**src/rtl/irq_encoder8to3.sv**
```systemverilog
// rtl/irq_encoder8to3.sv - 8-to-3 interrupt request encoder with pending capture and valid/ack grant
module irq_encoder8to3 #(
    parameter bit EDGE_MODE  = 1'b1,
    parameter bit HIGH_FIRST = 1'b1
) (
    input  logic       clk,
    input  logic       rst_n,
    input  logic       en,
    input  logic [7:0] req,
    input  logic [7:0] mask,
    input  logic       ack,
    input  logic       clr_ovr,
    output logic       valid,
    output logic [2:0] code,
    output logic [7:0] pending,
    output logic       overrun
);

    typedef enum logic {IDLE = 1'b0, BUSY = 1'b1} state_e;

    state_e     state_q, state_d;
    logic [2:0] code_q, code_d;
    logic [7:0] pending_q, pending_d;
    logic [7:0] req_d_q;
    logic       overrun_q, overrun_d;

    logic [7:0] evt;
    logic [7:0] clr;
    logic [7:0] cand;
    logic       ovr_set;

    function automatic logic [2:0] pick(input logic [7:0] c);
        logic [2:0] idx;
        idx = 3'd0;
        if (HIGH_FIRST) begin
            for (int i = 0; i < 8; i++)
                if (c[i]) idx = 3'(i);
        end else begin
            for (int i = 7; i >= 0; i--)
                if (c[i]) idx = 3'(i);
        end
        return idx;
    endfunction

    always_comb begin
        evt = EDGE_MODE ? (req & ~req_d_q) : req;
        clr = (state_q == BUSY && ack) ? (8'h01 << code_q) : 8'h00;
        // A new event on a bit being acknowledged survives the clear.
        pending_d = evt | (pending_q & ~clr);
        ovr_set   = EDGE_MODE && (|(evt & pending_q & ~clr));
        overrun_d = ovr_set | (overrun_q & ~clr_ovr);
        cand      = pending_q & ~mask;
    end

    always_comb begin
        state_d = state_q;
        code_d  = code_q;
        case (state_q)
            IDLE: begin
                if (en && (|cand)) begin
                    code_d  = pick(cand);
                    state_d = BUSY;
                end
            end
            BUSY: begin
                if (ack) state_d = IDLE;
            end
            default: state_d = IDLE;
        endcase
    end

    always_ff @(posedge clk or negedge rst_n) begin
        if (!rst_n) begin
            state_q   <= IDLE;
            code_q    <= 3'd0;
            pending_q <= 8'h00;
            req_d_q   <= 8'h00;
            overrun_q <= 1'b0;
        end else begin
            state_q   <= state_d;
            code_q    <= code_d;
            pending_q <= pending_d;
            req_d_q   <= req;
            overrun_q <= overrun_d;
        end
    end

    assign valid   = (state_q == BUSY);
    assign code    = code_q;
    assign pending = pending_q;
    assign overrun = overrun_q;

endmodule

```
**config.mk**
```make
export PLATFORM = sky130hd
export DESIGN_NAME = irq_encoder8to3
export DESIGN_NICKNAME = d
export VERILOG_FILES = /design/src/rtl/irq_encoder8to3.sv
export SDC_FILE = /design/constraint.sdc
export NUM_CORES = 1
export LEC_CHECK = 0
export ABC_CLOCK_PERIOD_IN_PS = 2300
export CORE_MARGIN = 2
export CORE_UTILIZATION = 43
export DETAILED_ROUTE_END_ITERATION = 8
export MAX_ROUTING_LAYER = met4
export PLACE_DENSITY = 0.77
export SLEW_MARGIN = 20
export SYNTH_ARGS = -nofsm -noshare
export SYNTH_HDL_FRONTEND = slang
export SYNTH_SLANG_ARGS = --single-unit
export TNS_END_PERCENT = 50
```
**constraint.sdc**
```tcl
create_clock -name clk -period 2.3 [get_ports clk]
set_clock_uncertainty 0.15 [all_clocks]
set_input_delay 0.46 -clock clk [delete_from_list [all_inputs] [get_ports clk]]
set_output_delay 0.46 -clock clk [all_outputs]
set_load 0.005 [all_outputs]
```
==> summary.txt, run 1 <==
Timing
  • Endpoints failing hold: 0
  • Max Fclk: 481 MHz
  • Slew Viols, Final: 0
  • Slew Limit Headroom: 66.6%
  • Final period util: 90.3%
  • Slew at the pin closest to its max-slew limit: 0.498 ns
  • Min Tclk post-route: 2.08 ns
  • RSZ-0062 raised after global routing: no
  • Setup-failing EPs final: 0
  • PnR worst setup slack: 0.222 ns

Global route
  • All-Layer GR Usage: 20.1%
  • Largest net degree at the start of global routing: 22
  • Vias in the first global route: 839
  • GRT Residual Overflow: 0
  • First-pass GRT wire length: 3.71 mm
  • Initial antenna violation count: 0

Routing
  • Post-DR wirelength/cell: 14.2 um
  • Vias/cell: 5.14
  • DRT antenna net count: 0
  • Routed WL: 2.29 mm
  • Initial DRT Pass Iterations: 4
  • Vias: 833
  • DRC viols: 0
  • Initial DRC Count: 11

Synth
  • Synthesized flop and latch total: 21
  • YS warnings: 0
  • Seq/Total Area, Yosys: 55.0%
  • Syn avg cell area: 10.6 sq um
  • Mapped Area: 956 sq um
  • Number of synthesized flops with an enable pin: 0
  • Fraction of registers with async set or reset after synthesis: 100%
  • Synth Flop Type: dfrtp_1
  • Post-Syn Instances: 90
  • Synth cell types: 27
  • Syn Nets: 111

Layout
  • Most common cell after layout, fill and taps aside: clkdlybuf4s50_1
  • Area grow syn2layout: 47.6%
  • Post-Layout Inst Area: 1410 sq um
  • Final net count: 156
  • Fraction of layout cells with a size suffix above 1: 14.9%
  • Ant. Diodes: 0
  • Post-layout util: 65.7%
  • FILL cells: 182
  • Most frequent cells in the layout: clkdlybuf4s50_1 (32), dfrtp_1 (21), nand2b_1 (10)

Clock network
  • Clk pin slew, worst setup/hold paths: 0.12 ns
  • Hold_buf cts: 0
  • CTS Root Buffer Type: clkbuf_4
  • Worst skew pair latency: 0.30 ns
  • Clk sink count: 21
  • Maximum root-to-sink buffer count: 2
  • CTS tree: yes
  • H-tree depth: 1
  • Post-CTS Setup Repair Bufs: 0
  • Inserted Clock Buffers: 3

Die
  • IO Count: 34
  • Row cnt: 17
  • Die Wd: 51.2 um
  • Core area: 2150 sq um
  • Initial Util: 44.5%
  • Die height: 51.2 um
  • Die ar.: 2620 sq um

Placed design
  • Pre-CTS WS: -0.306 ns
  • Hpwl dp: 1.74 mm
  • I/O Buffers: 33
  • Dpl cell area: 1380 sq um
  • Placer Congestion: 0.820

Worst setup path
  • Reg-to-Reg End: overrun$_DFF_PN0_
  • R2R cell count: 4
  • Crit-path max FO: 6
  • Setup slack, reg-to-reg: 0.22 ns
  • CP endpoint kind: flip-flop
  • Critical Path RT: 2.34 ns
  • Arrival time worst endpoint: 2.12 ns
  • Startpoint type of the worst setup path: flip-flop
  • Crit path kind: flip-flop to flip-flop
  • Worst r2r src: code[2]$_DFFE_PN0P_

Run status
  • Outcome: finished clean

Hold path
  • Hold crit path type: input pin to async pin

Power and ir drop
  • IR drop worst, VDD: 0.000468 V
  • Static leakage: 0.000596 uW
  • PD cells: 720 nW/um^2

Job
  • Max Cap Viol: 0
## layout make-up
cell class,count,area [sq um],share of cell area (%)
well taps,28,35.0,2.48
inverters,8,30.0,2.13
multi-input cells,59,393,27.8
repair buffers,42,400,28.4
clock buffers,3,22.5,1.60
clock inverters,1,5.00,0.355
flip-flops and latches,21,526,37.2
## worst max-delay path, stage by stage (launching register included)
cell and delay (ns):
dfrtp_1 0.45, nand3b_1 0.25, o311ai_1 0.36, o221ai_1 0.21, or4_1 0.54
## repair_timing
action                     4_1_cts  5_1_grt
resized for setup                1        2
pin swaps                        0        1
setup endpoints to repair        1        1
## routing by layer
| layer | share of wire (%) | wire [um] | track usage [%] |
|---|---|---|---|
| met1 | 43 | 990 | 24.9 |
| met2 | 50 | 1160 | 32.7 |
| met3 | 5.4 | 124 | 3.22 |
| met4 | 1.0 | 23 | 8.56 |
| met5 | 0 | 0 | - |
## state kept, by name, summed over array words and instances (netlist names)
register  flops
valid         1
overrun       1
req_d_q       8
pending       8
code          3
## how the worst max path moves through the flow
stage,slack [ns],end,start,cells after the start
after detailed placement,-0.31,overrun$_DFF_PN0_,ack,5
after global routing,0.13,overrun$_DFF_PN0_,code[2]$_DFFE_PN0P_,4
after global placement,-0.19,overrun$_DFF_PN0_,ack,6
after floorplan,0.33,overrun$_DFF_PN0_,code[1]$_DFFE_PN0P_,4
final,0.22,overrun$_DFF_PN0_,code[2]$_DFFE_PN0P_,4
after CTS,0.06,overrun$_DFF_PN0_,ack,6
## power breakdown
part | internal, uW | leakage, uW | switching (uW)
clock | 64.8 | 0.0000177 | 111
combinational | 212 | 0.000359 | 136
sequential | 422 | 0.000219 | 69.9
total | 699 | 0.000596 | 317
## cells by family after synthesis
logic type / share of synthesized area, %
AOI/OAI and AO/OA: 16.0
buffers and inverters: 4.45
DFF: 55.0
muxes: 3.40
and+or+nand+nor: 21.2
## through the flow
step | power, uW | setup TNS (ns) | hold WS [ns] | cells
finish | 1020 | 0 | 0.338 | 162
global route | 1080 | 0 | 0.357 | 162
CTS | 1020 | 0 | 0.332 | 162
detailed placement | 836 | -0.349 | 0.317 | 158
global placement | 825 | -0.191 | 0.298 | 158
floorplan | 633 | 0 | 0.0144 | 90
## synth_stat cells (2+ instances only)
| master | n | share of area [%] |
|---|---|---|
| a21oi_1 | 4 | 2.1 |
| dfrtp_1 | 21 | 55 |
| inv_1 | 7 | 2.7 |
| mux2_2 | 2 | 2.4 |
| nand2_1 | 7 | 2.7 |
| nand2b_1 | 10 | 6.5 |
| nor2_1 | 2 | 0.79 |
| nor2b_1 | 8 | 5.2 |
| o2111ai_1 | 2 | 1.8 |
| o21ai_0 | 5 | 2.6 |
| o311ai_0 | 2 | 1.8 |
| o31ai_1 | 5 | 3.9 |
No activity file was read; power rests on OpenSTA's default activity.
==> run 2: changes to the inputs <==
--- a/config.mk
+++ b/config.mk
@@ -8,9 +8,10 @@
 export ABC_CLOCK_PERIOD_IN_PS = 2300
 export CORE_MARGIN = 2
 export CORE_UTILIZATION = 43
+export CTS_CLUSTER_SIZE = 12
 export DETAILED_ROUTE_END_ITERATION = 8
 export MAX_ROUTING_LAYER = met4
-export PLACE_DENSITY = 0.77
+export PLACE_DENSITY_LB_ADDON = 0.08
 export SLEW_MARGIN = 20
 export SYNTH_ARGS = -nofsm -noshare
 export SYNTH_HDL_FRONTEND = slang
==> summary.txt, run 2 (synthesis results as in run 1) <==
Run status
  • Outcome: finished clean

Global route
  • Met3 usage in global routing: 2.63%
  • First-pass GRT wire length: 3.66 mm
  • GRT Residual Overflow: 0
  • All-Layer GR Usage: 19.6%
  • Met2 usage: 30.5%
  • Initial antenna violation count: 0
  • Global route hottest layer: met2
  • Vias in the first global route: 867
  • Met1 GRT Util: 25.9%
  • Largest net degree at the start of global routing: 22

Die
  • Core area: 2150 sq um
  • Die ar.: 2620 sq um
  • Die Wd: 51.2 um
  • IO Count: 34
  • Initial Util: 44.5%
  • Die height: 51.2 um
  • Row cnt: 17

Power and ir drop
  • Static leakage: 0.000583 uW
  • Power Total: 1000 uW
  • IR drop worst, VDD: 0.000515 V
  • PD cells: 713 nW/um^2

Timing
  • Max Fclk: 461 MHz
  • Slew at the pin closest to its max-slew limit: 0.475 ns
  • Final period util: 94.4%
  • Slew Viols, Final: 0
  • RSZ-0062 raised after global routing: no
  • Min Tclk post-route: 2.17 ns
  • Slew Limit Headroom: 68.1%
  • Setup-failing EPs final: 0
  • Endpoints failing hold: 0

Routing
  • Initial DRT Pass Iterations: 4
  • Vias/cell: 5.02
  • DRT antenna net count: 0
  • Post-DR wirelength/cell: 13.0 um
  • Routed WL: 2.11 mm
  • DRC viols: 0
  • Vias: 813
  • Initial DRC Count: 6

Worst setup path
  • Worst r2r src: code[1]$_DFFE_PN0P_
  • Critical path launch point: ack
  • Crit-path max FO: 4
  • Critical Path RT: 2.33 ns
  • Startpoint type of the worst setup path: input pin
  • Crit path kind: input pin to flip-flop
  • Arrival time worst endpoint: 2.21 ns
  • R2R cell count: 3
  • CP endpoint kind: flip-flop

Hold path
  • Hold path startpoint: req_d_q[5]$_DFF_PN0_
  • Hold crit path type: flip-flop to flip-flop
  • Hold path depth: 1

Clock network
  • CTS Root Buffer Type: clkbuf_4
  • Clk pin slew, worst setup/hold paths: 0.11 ns
  • Inserted Clock Buffers: 3
  • Hold_buf cts: 0
  • Worst skew pair latency: 0.30 ns
  • Post-CTS Setup Repair Bufs: 0
  • Cts repair resizes: 0
  • H-tree depth: 1
  • CTS tree: yes
  • Clk sink count: 21
  • Maximum root-to-sink buffer count: 2

Layout
  • Most frequent cells in the layout: clkdlybuf4s50_1 (33), dfrtp_1 (21), nand2b_1 (10)
  • Ant. Diodes: 0
  • Fraction of layout cells with a size suffix above 1: 13.4%
  • Most common cell after layout, fill and taps aside: clkdlybuf4s50_1
  • Area grow syn2layout: 46.7%
  • Post-Layout Inst Area: 1400 sq um
  • Final net count: 156

Placed design
  • Dpl cell area: 1380 sq um
  • Placer Congestion: 0.753
  • Hpwl dp: 1.61 mm
  • I/O Buffers: 33

Job
  • Max Cap Viol: 0
[run 2: layout make-up]
type | count | area [sq um]
clock buffer | 4 | 26.3
tap | 28 | 35.0
multi-input combinational | 59 | 388
fill | 192 | 746
timing repair buffer | 42 | 398
sequential | 21 | 526
inverter | 8 | 30.0
[run 2: path summary, 6_finish.rpt]
check	end	slack (ns)
worst max register to register	overrun$_DFF_PN0_	0.27
worst min register to register	pending[5]$_DFF_PN0_	0.33
max in group asynchronous	req_d_q[4]$_DFF_PN0_	1.44
min in group asynchronous	req_d_q[2]$_DFF_PN0_	0.34
worst max-delay path	overrun$_DFF_PN0_	0.13
worst min-delay path	pending[5]$_DFF_PN0_	0.33
[run 2: where the power goes]
part | total [uW] | switching, uW | internal [uW]
sequential | 502 | 80.3 | 421
combinational | 322 | 118 | 204
clock | 176 | 108 | 67.6
total | 1000 | 306 | 693
[run 2: critical path, cell delays in order]
cell and delay (ns):
clkdlybuf4s50_1 0.54, nand2_2 0.07, or4b_4 0.48, and4b_1 0.20
or4_1 0.46
[run 2: metrics by stage]
step | setup TNS, ns | instances | hold slack (ns) | utilization (%) | worst slack (ns)
6_report | 0 | 162 | 0.332 | 65.3 | 0.129
5_1_grt | 0 | 162 | 0.350 | 65.3 | 0.00970
4_1_cts | 0 | 162 | 0.326 | 65.3 | 0.112
3_5_place_dp | -0.237 | 158 | 0.307 | 64.1 | -0.222
3_3_place_gp | -0.177 | 158 | 0.298 | 64.1 | -0.177
2_1_floorplan | 0 | 90 | 0.0144 | - | 0.331
[run 2: layer usage]
metal | part of all wire [%] | up-vias
met2 | 47 | 26
met5 | 0 | -
met4 | 1.7 | 0
met3 | 3.9 | 5
li1 | - | 413
met1 | 47 | 369
